--- config.mk ---
export PLATFORM = sky130hd
export DESIGN_NAME = execute_stage
export DESIGN_NICKNAME = d
export VERILOG_FILES = /design/src/rtl/execute_stage.sv
export SDC_FILE = /design/constraint.sdc
export NUM_CORES = 1
export LEC_CHECK = 0
export ABC_AREA = 1
export BUFFER_PORTS_ARGS = -buffer_cell sky130_fd_sc_hd__buf_2
export CORE_MARGIN = 2
export CORE_UTILIZATION = 35
export CTS_CLUSTER_SIZE = 25
export DETAILED_ROUTE_END_ITERATION = 10
export PLACE_DENSITY = 0.62
export SYNTH_ARGS = -nofsm -noshare
export SYNTH_HDL_FRONTEND = slang
export SYNTH_SLANG_ARGS = --single-unit
export TNS_END_PERCENT = 30
--- constraint.sdc ---
create_clock -name clk -period 4.13 [get_ports clk]
set_input_delay 0.413 -clock clk [delete_from_list [all_inputs] [get_ports clk]]
set_output_delay 0.413 -clock clk [all_outputs]
set_load 0.01 [all_outputs]
--- src/rtl/execute_stage.sv ---
// execute_stage
// Execute stage of a five-stage RISC-V pipeline. Holds the ID/EX register,
// the rs1/rs2 forwarding muxes, the ALU, the beq-style branch resolver, and
// the EX/MEM register.
//
// Ports
//   clk, rst               clock; synchronous active-high reset
//   StallE, FlushE         hazard-unit hold / bubble requests for ID/EX
//   *_D                    decode-stage control, addresses and data
//   ForwardAE, ForwardBE   operand forward selects (00/11 reg, 01 WB, 10 MEM)
//   Result_W               writeback-stage result for forwarding
//   Rs1_E, Rs2_E, RD_E     E-stage register addresses to the hazard unit
//   ResultSrc_E            load-in-E flag
//   PCSrc_E, PCTarget_E    branch taken and branch target
//   *_M                    EX/MEM register outputs to the memory stage
module execute_stage #(
  parameter int XLEN   = 32,
  parameter int REG_AW = 5
) (
  input  logic              clk,
  input  logic              rst,
  input  logic              StallE,
  input  logic              FlushE,
  input  logic              RegWrite_D,
  input  logic              MemWrite_D,
  input  logic              Branch_D,
  input  logic              ALUSrc_D,
  input  logic              ResultSrc_D,
  input  logic [2:0]        ALUControl_D,
  input  logic [REG_AW-1:0] RD_D,
  input  logic [REG_AW-1:0] Rs1_D,
  input  logic [REG_AW-1:0] Rs2_D,
  input  logic [XLEN-1:0]   RD1_D,
  input  logic [XLEN-1:0]   RD2_D,
  input  logic [XLEN-1:0]   Imm_Ext_D,
  input  logic [XLEN-1:0]   PC_D,
  input  logic [XLEN-1:0]   PCPlus4_D,
  input  logic [1:0]        ForwardAE,
  input  logic [1:0]        ForwardBE,
  input  logic [XLEN-1:0]   Result_W,
  output logic [REG_AW-1:0] Rs1_E,
  output logic [REG_AW-1:0] Rs2_E,
  output logic [REG_AW-1:0] RD_E,
  output logic              ResultSrc_E,
  output logic              PCSrc_E,
  output logic [XLEN-1:0]   PCTarget_E,
  output logic              RegWrite_M,
  output logic              MemWrite_M,
  output logic              ResultSrc_M,
  output logic [REG_AW-1:0] RD_M,
  output logic [XLEN-1:0]   ALUResult_M,
  output logic [XLEN-1:0]   WriteData_M,
  output logic [XLEN-1:0]   PCPlus4_M
);

  // ID/EX register
  logic              valid_e_q, valid_e_d;
  logic              reg_write_e_q, reg_write_e_d;
  logic              mem_write_e_q, mem_write_e_d;
  logic              branch_e_q, branch_e_d;
  logic              alu_src_e_q, alu_src_e_d;
  logic              result_src_e_q, result_src_e_d;
  logic [2:0]        alu_control_e_q, alu_control_e_d;
  logic [REG_AW-1:0] rd_e_q, rd_e_d;
  logic [REG_AW-1:0] rs1_e_q, rs1_e_d;
  logic [REG_AW-1:0] rs2_e_q, rs2_e_d;
  logic [XLEN-1:0]   rd1_e_q, rd1_e_d;
  logic [XLEN-1:0]   rd2_e_q, rd2_e_d;
  logic [XLEN-1:0]   imm_ext_e_q, imm_ext_e_d;
  logic [XLEN-1:0]   pc_e_q, pc_e_d;
  logic [XLEN-1:0]   pc_plus4_e_q, pc_plus4_e_d;

  // EX/MEM register
  logic              reg_write_m_q, reg_write_m_d;
  logic              mem_write_m_q, mem_write_m_d;
  logic              result_src_m_q, result_src_m_d;
  logic [REG_AW-1:0] rd_m_q, rd_m_d;
  logic [XLEN-1:0]   alu_result_m_q, alu_result_m_d;
  logic [XLEN-1:0]   write_data_m_q, write_data_m_d;
  logic [XLEN-1:0]   pc_plus4_m_q, pc_plus4_m_d;

  logic [XLEN-1:0]   src_a;
  logic [XLEN-1:0]   write_data_e;
  logic [XLEN-1:0]   src_b;
  logic [XLEN-1:0]   alu_result;
  logic              zero;

  // Flush wins over stall; a flushed entry is an all-zero bubble.
  always_comb begin
    valid_e_d       = valid_e_q;
    reg_write_e_d   = reg_write_e_q;
    mem_write_e_d   = mem_write_e_q;
    branch_e_d      = branch_e_q;
    alu_src_e_d     = alu_src_e_q;
    result_src_e_d  = result_src_e_q;
    alu_control_e_d = alu_control_e_q;
    rd_e_d          = rd_e_q;
    rs1_e_d         = rs1_e_q;
    rs2_e_d         = rs2_e_q;
    rd1_e_d         = rd1_e_q;
    rd2_e_d         = rd2_e_q;
    imm_ext_e_d     = imm_ext_e_q;
    pc_e_d          = pc_e_q;
    pc_plus4_e_d    = pc_plus4_e_q;
    if (FlushE) begin
      valid_e_d       = 1'b0;
      reg_write_e_d   = 1'b0;
      mem_write_e_d   = 1'b0;
      branch_e_d      = 1'b0;
      alu_src_e_d     = 1'b0;
      result_src_e_d  = 1'b0;
      alu_control_e_d = '0;
      rd_e_d          = '0;
      rs1_e_d         = '0;
      rs2_e_d         = '0;
      rd1_e_d         = '0;
      rd2_e_d         = '0;
      imm_ext_e_d     = '0;
      pc_e_d          = '0;
      pc_plus4_e_d    = '0;
    end else if (!StallE) begin
      valid_e_d       = 1'b1;
      reg_write_e_d   = RegWrite_D;
      mem_write_e_d   = MemWrite_D;
      branch_e_d      = Branch_D;
      alu_src_e_d     = ALUSrc_D;
      result_src_e_d  = ResultSrc_D;
      alu_control_e_d = ALUControl_D;
      rd_e_d          = RD_D;
      rs1_e_d         = Rs1_D;
      rs2_e_d         = Rs2_D;
      rd1_e_d         = RD1_D;
      rd2_e_d         = RD2_D;
      imm_ext_e_d     = Imm_Ext_D;
      pc_e_d          = PC_D;
      pc_plus4_e_d    = PCPlus4_D;
    end
  end

  // Forwarding: 10 takes our own EX/MEM result, 01 the writeback result.
  always_comb begin
    case (ForwardAE)
      2'b01:   src_a = Result_W;
      2'b10:   src_a = alu_result_m_q;
      default: src_a = rd1_e_q;
    endcase
    case (ForwardBE)
      2'b01:   write_data_e = Result_W;
      2'b10:   write_data_e = alu_result_m_q;
      default: write_data_e = rd2_e_q;
    endcase
    src_b = alu_src_e_q ? imm_ext_e_q : write_data_e;
  end

  always_comb begin
    case (alu_control_e_q)
      3'b000:  alu_result = src_a + src_b;
      3'b001:  alu_result = src_a - src_b;
      3'b010:  alu_result = src_a & src_b;
      3'b011:  alu_result = src_a | src_b;
      3'b101:  alu_result = {{(XLEN-1){1'b0}}, ($signed(src_a) < $signed(src_b))};
      default: alu_result = '0;
    endcase
  end

  assign zero       = (alu_result == '0);
  assign PCSrc_E    = valid_e_q & branch_e_q & zero;
  assign PCTarget_E = pc_e_q + imm_ext_e_q;

  // A stalled or invalid E entry sends a bubble to M so it never writes.
  always_comb begin
    reg_write_m_d  = 1'b0;
    mem_write_m_d  = 1'b0;
    result_src_m_d = 1'b0;
    rd_m_d         = '0;
    alu_result_m_d = '0;
    write_data_m_d = '0;
    pc_plus4_m_d   = '0;
    if (!StallE && valid_e_q) begin
      reg_write_m_d  = reg_write_e_q;
      mem_write_m_d  = mem_write_e_q;
      result_src_m_d = result_src_e_q;
      rd_m_d         = rd_e_q;
      alu_result_m_d = alu_result;
      write_data_m_d = write_data_e;
      pc_plus4_m_d   = pc_plus4_e_q;
    end
  end

  always_ff @(posedge clk) begin
    if (rst) begin
      valid_e_q       <= 1'b0;
      reg_write_e_q   <= 1'b0;
      mem_write_e_q   <= 1'b0;
      branch_e_q      <= 1'b0;
      alu_src_e_q     <= 1'b0;
      result_src_e_q  <= 1'b0;
      alu_control_e_q <= '0;
      rd_e_q          <= '0;
      rs1_e_q         <= '0;
      rs2_e_q         <= '0;
      rd1_e_q         <= '0;
      rd2_e_q         <= '0;
      imm_ext_e_q     <= '0;
      pc_e_q          <= '0;
      pc_plus4_e_q    <= '0;
      reg_write_m_q   <= 1'b0;
      mem_write_m_q   <= 1'b0;
      result_src_m_q  <= 1'b0;
      rd_m_q          <= '0;
      alu_result_m_q  <= '0;
      write_data_m_q  <= '0;
      pc_plus4_m_q    <= '0;
    end else begin
      valid_e_q       <= valid_e_d;
      reg_write_e_q   <= reg_write_e_d;
      mem_write_e_q   <= mem_write_e_d;
      branch_e_q      <= branch_e_d;
      alu_src_e_q     <= alu_src_e_d;
      result_src_e_q  <= result_src_e_d;
      alu_control_e_q <= alu_control_e_d;
      rd_e_q          <= rd_e_d;
      rs1_e_q         <= rs1_e_d;
      rs2_e_q         <= rs2_e_d;
      rd1_e_q         <= rd1_e_d;
      rd2_e_q         <= rd2_e_d;
      imm_ext_e_q     <= imm_ext_e_d;
      pc_e_q          <= pc_e_d;
      pc_plus4_e_q    <= pc_plus4_e_d;
      reg_write_m_q   <= reg_write_m_d;
      mem_write_m_q   <= mem_write_m_d;
      result_src_m_q  <= result_src_m_d;
      rd_m_q          <= rd_m_d;
      alu_result_m_q  <= alu_result_m_d;
      write_data_m_q  <= write_data_m_d;
      pc_plus4_m_q    <= pc_plus4_m_d;
    end
  end

  assign Rs1_E       = rs1_e_q;
  assign Rs2_E       = rs2_e_q;
  assign RD_E        = rd_e_q;
  assign ResultSrc_E = result_src_e_q;
  assign RegWrite_M  = reg_write_m_q;
  assign MemWrite_M  = mem_write_m_q;
  assign ResultSrc_M = result_src_m_q;
  assign RD_M        = rd_m_q;
  assign ALUResult_M = alu_result_m_q;
  assign WriteData_M = write_data_m_q;
  assign PCPlus4_M   = pc_plus4_m_q;

endmodule

# Word-level counts from Yosys, hierarchy flattened
# Cells that the tools add are included.
# W data, S select, Z words.
# totals
ff_bits,288
in_bits,223
wordCells,49
output_inout_bits,153
# classes
reduce_logical,6
n_eq_ne,8
bitwise,5
magnitude_cmp,1
n_mux,4
addsub,3
# op_table
operator,n
$pmux W32 S5,1
$pmux W32 S2,2
$add A32 B32 Y32,2
$and A32 B32 Y32,1
$logic_not A32 Y1,1
$lt A32 B32 Y1,1
$mux W32,1
$or A32 B32 Y32,1
$sub A32 B32 Y32,1
$eq A3 B2 Y1 const B,2
$eq A2 B1 Y1 const B,2
$eq A2 B2 Y1 const B,2
$reduce_or A2 Y1,2
$eq A3 B1 Y1 const B,1
$eq A3 B3 Y1 const B,1
$logic_not A3 Y1,1
$and A1 B1 Y1,2
$logic_and A1 B1 Y1,1
$logic_not A1 Y1,1
$not A1 Y1,1

# Depth between registers and ports, before layout
# logic_depth
ltp_word,7
depth_mapped,27
ltp_nobuf,25

# Least setup slack after synthesis
# OpenSTA, ideal clock, no wires.
# synth_path
path_kind,input -> output
start,in ForwardBE[0]
end,out PCSrc_E
arrival_ns,3.470
path_slack_ns,0.247
n_path_buf,2
stages,27
t_required_ns,3.717
cell_sequence,inv_1 ha_1 clkbuf_1 clkbuf_1 a221o_1 o21ai_0 nand2_1 o21ai_0 inv_1 fa_1 inv_1 nand2_1 nand2_1 nand3_1 nand2_2 nand2_1 nand2_2 nand2_1 nand2_1 nand2_1 nand3_1 nand2_1 nor2_1 nand2_1 nor2_1 nand2_1 nor2_1
# synth_via
elab_chain_len,7
# synth_rtl
item,line_no,rtl
"start, declared",39,"input logic [1:0] ForwardBE,"
$eq A2 B2 Y1 / $eq A2 B1 Y1 (equally long branches),147,case (ForwardBE)
$pmux W32 S2 *,147,
$mux W32 *,152,src_b = alu_src_e_q ? imm_ext_e_q : write_data_e;
$sub A32 B32 Y32 (tied with other cells),158,3'b001: alu_result = src_a - src_b;
$pmux W32 S5 *,156,case (alu_control_e_q)
$logic_not A32 Y1 *,166,assign zero = (alu_result == '0);
$and A1 B1 Y1 *,167,assign PCSrc_E = valid_e_q & branch_e_q & zero;
"end, declared",45,"output logic PCSrc_E,"
# Mark *: on every way between the ends. The rest lies on a longest branch, timed or not.

# Final worst setup path
# Same ends and word-level chain as after synthesis.

==> results.md <==
* Global route overflow at 0
* Height of the die at 235.8 um
* Worst setup SP type: primary input
* Critical-path top delay cell: ha_4
* Asr flop ratio synth at 0%
* Crit Path Max Fanout at 8
* Worst VDD drop at 0.0004079 V
* Crit end category: output pin
* Worst r2r dst: ALUResult_M[30]
* Yosys cell types at 51
* P per Cell Area at 387.4 nW/um^2
* Tcrit/Tclk final at 108.2%
* DP Area at 24,070 um^2
* Final setup vio count at 1
* Comb power frac at 38.7%
* ANT nets after route at 0
* Total global-route track usage at 27.26%
* Sw power at 3.596 mW
* Synthesis-to-layout area growth at 38.39%
* Design area at 26,030 um^2
* Cell count after synthesis at 2,864
* Die area at 55,600 um^2
* Port Buffers at 375
* FF+latch count, synth at 288
* Max-Cap Viols at 0
* Number of flops mapped to enable cells by yosys at 0
* Worst path most repeated cell: nand2_1
* WP data required at 3.72 ns
* WL final at 80,240 um
* Area leader, netlist: dfxtp_1
* Status: finished with violations
* Final setup margin at -0.3385 ns
* Inst Count DP at 4,188
* Top Family by Delay on Critical Path: buffers and inverters
* Worst-skew pair later-pin latency at 0.56 ns
* Count leader, synth: nand2_1
* Wire per inst at 18.81 um
* Seq pwr share at 28.8%
* Non-Filler Instances at 4,265
* FMAX at 223.8 MHz
* Via Count at 21,540
* Crit Reg-Reg Startpoint: ALUResult_M[23]
* Sw Ratio at 35.66%
* Core area at 52,870 um^2
* Syn nets at 3,233
* Final net count at 3,917
* Total power draw at 10.08 mW
* Crit path buf inv count at 10
* Rel. slew slack at 35.76%
* # rows at 84
* Share of layout cells above drive strength 1 at 29.10%
* First-pass GRT wire length at 117,400 um
* Synth warn at 0
* Avg Inst Size Synth at 6.566 um^2
* Hold_sp: PC_D[31]
* Failing checks: setup timing
* RSZ-0062 raised after global routing: true
* Vias in the first global route at 20,390
* Synth Flop Type: dfxtp_1
* Reg2Reg Setup Slack at 0.94 ns
* DR DRC count at 0
* Worst min-delay path class: in -> reg
* Leak at 13.30 nW
* Max-slew violation count at 0
* Synthesized cell area at 18,810 um^2
* Fin Clk Skew at 0.02981 ns
* Slew of the pin with the lowest slew margin at 0.9636 ns
* Top-Level Pins at 376
* Seq/Total Area, Yosys at 30.66%
* R2r worst-path depth at 17
* Vias per inst at 5.051
* Storage cell area at 5767 um^2
* Die W at 235.8 um
* Clk network pwr share at 32.5%
* Synth top area share at 30.66%
* Slowest cell delay on critical path at 0.28 ns
* Synth cell count leaders: 785 x nand2_1, 391 x inv_1, 288 x dfxtp_1, 284 x nor2_1, 233 x a21oi_1
* Clock sink total at 288
* Final hold vios at 0
* WP data arrival at 4.06 ns
* Pre-antenna DRT Iters at 6
* Antenna violations before repair at 20
* CTS tree: built
* Clk slew on worst S/H paths at 0.06 ns
* Clock Tree Root: clkbuf_16
* Crit Path Category: in -> out
* Starting Density at 35.57%
* Hold-critical path depth at 3
* Detailed Route Iter0 Violations at 1,564
* Final HPWL DP at 62,950 um
* Filler cells at 5,453
* GP Congestion at 0.9757
* Synth area leaders: dfxtp_1 31%, nand2_1 16%, ha_1 9.5%
* Clock buffer depth at 3
* Clock buffer count from CTS at 34
* Final min period at 4.469 ns
* Worst min-delay path endpoint: pc_e_q[31]
* H-tree depth at 2
* Internal power at 6.486 mW
* Multi-input gate area at 11,440 um^2
* Pin count of the biggest net entering global routing at 185
[cell type report]
cell class	instances	share of cell area (%)
repair buffers	789	20.07
clock buffers	41	3.644
inverters	401	5.808
clock inverters	17	0.9712
flip-flops and latches	288	22.16
diodes	7	0.06731
well taps	688	3.308
multi-input cells	2034	43.97
[metrics by stage]
stage	setup TNS (ns)	util, %	hold WS (ns)	setup WS, ns
after floorplan	0	-	0.4164	0.2467
after global placement	-0.7736	45.52	0.4285	-0.7736
after detailed placement	-0.7896	45.52	0.4252	-0.7896
after CTS	-0.5093	47.85	0.08804	-0.5093
after global routing	-0.5292	49.21	0.09950	-0.5292
final	-0.3385	49.23	0.1036	-0.3385
[state kept, by name, indices dropped and copies added (netlist names), 3 cells and up]
name	flops
ALUResult_M	32
PCPlus4_M	32
WriteData_M	32
imm_ext_e_q	32
pc_e_q	32
pc_plus4_e_q	32
rd1_e_q	32
rd2_e_q	32
RD_E	5
RD_M	5
Rs1_E	5
Rs2_E	5
alu_control_e_q	3
[timing repair]
action / CTS / global route
setup endpoints to repair: 1 / 1
resized for setup: 15 / 175
buffers inserted: 0 / 8
hold buffers: 0 / 0
pin swaps: 1 / 17
gates cloned: 0 / 4
[power by group through the flow]
stage / clock, mW / sequential, mW / combinational (mW)
2_1_floorplan: 0 / 2.95 / 1.89
3_3_place_gp: 0 / 2.96 / 3.54
3_5_place_dp: 0 / 2.96 / 3.55
4_1_cts: 3.31 / 2.90 / 3.58
5_1_grt: 3.42 / 2.91 / 4.23
6_report: 3.27 / 2.90 / 3.90
[cell families (layout without fill, tap and decap cells)]
group / after synthesis / count (layout) / synth area share [%]
XOR/XNOR: 30 / 30 / 1.397
AND/OR/NAND/NOR: 1295 / 1295 / 28.34
flip-flops: 288 / 288 / 30.66
AO/OA/AOI/OAI: 563 / 563 / 18.17
adder cells (fa/ha/maj): 146 / 146 / 9.834
buffers and inverters: 542 / 1248 / 11.60
other: 0 / 7 / 0
[metal layers]
layer | vias up | part of all wire [%] | global-route usage [%]
li1 | 10580 | - | -
met1 | 9998 | 43 | 36.13
met2 | 775 | 46 | 44.84
met3 | 162 | 8.8 | 5.933
met4 | 26 | 2.8 | 6.968
met5 | - | 0.21 | 0
[worst reg2reg max path: stages (launching register included)]
cell and delay [ns]:
dfxtp_1 0.37, a221o_1 0.40, o21ai_2 0.09, o21ai_0 0.10, buf_4 0.16, ha_2 0.37
buf_4 0.16, nand2_1 0.11, nor2_2 0.15, inv_1 0.09, nor4_4 0.21, nand3_2 0.15
a21oi_2 0.16, nor2_1 0.08, buf_4 0.13, o21ai_0 0.16, buf_4 0.14, inv_1 0.03
[placed cells by master (no fill, tap or decap), types with 5 or more instances in the layout]
master	instances
nor2_4	8
o22ai_1	23
o21ai_1	36
nand3_1	125
nand2_1	772
xnor2_1	10
o21ai_2	19
diode_2	7
o21bai_1	13
clkbuf_16	38
clkbuf_8	5
nor2_1	261
a21oi_2	18
a31oi_1	6
a221o_1	63
dfxtp_1	287
nor3_2	7
nand3b_1	7
nand4_1	13
buf_4	396
nand2_2	31
nor3_1	10
buf_2	373
o21bai_2	6
a21oi_1	220
nand3_2	15
ha_2	11
ha_1	115
inv_1	384
inv_2	14
xor2_1	20
buf_12	13
o21ai_0	95
a21o_1	6
nor2_2	32
a211oi_1	46
bufinv_16	5
ha_4	17
[worst max-delay path by stage]
stage	slack, ns	from	cells after the start	endpoint
detailed placement	-0.79	ForwardBE[0]	27	PCSrc_E
global placement	-0.77	ForwardBE[0]	27	PCSrc_E
CTS	-0.51	ForwardBE[0]	29	PCSrc_E
finish	-0.34	ForwardBE[0]	26	PCSrc_E
floorplan	0.25	ForwardBE[0]	27	PCSrc_E
global route	-0.53	ForwardBE[0]	26	PCSrc_E
Note: power is estimated with default switching activity, not from simulation.
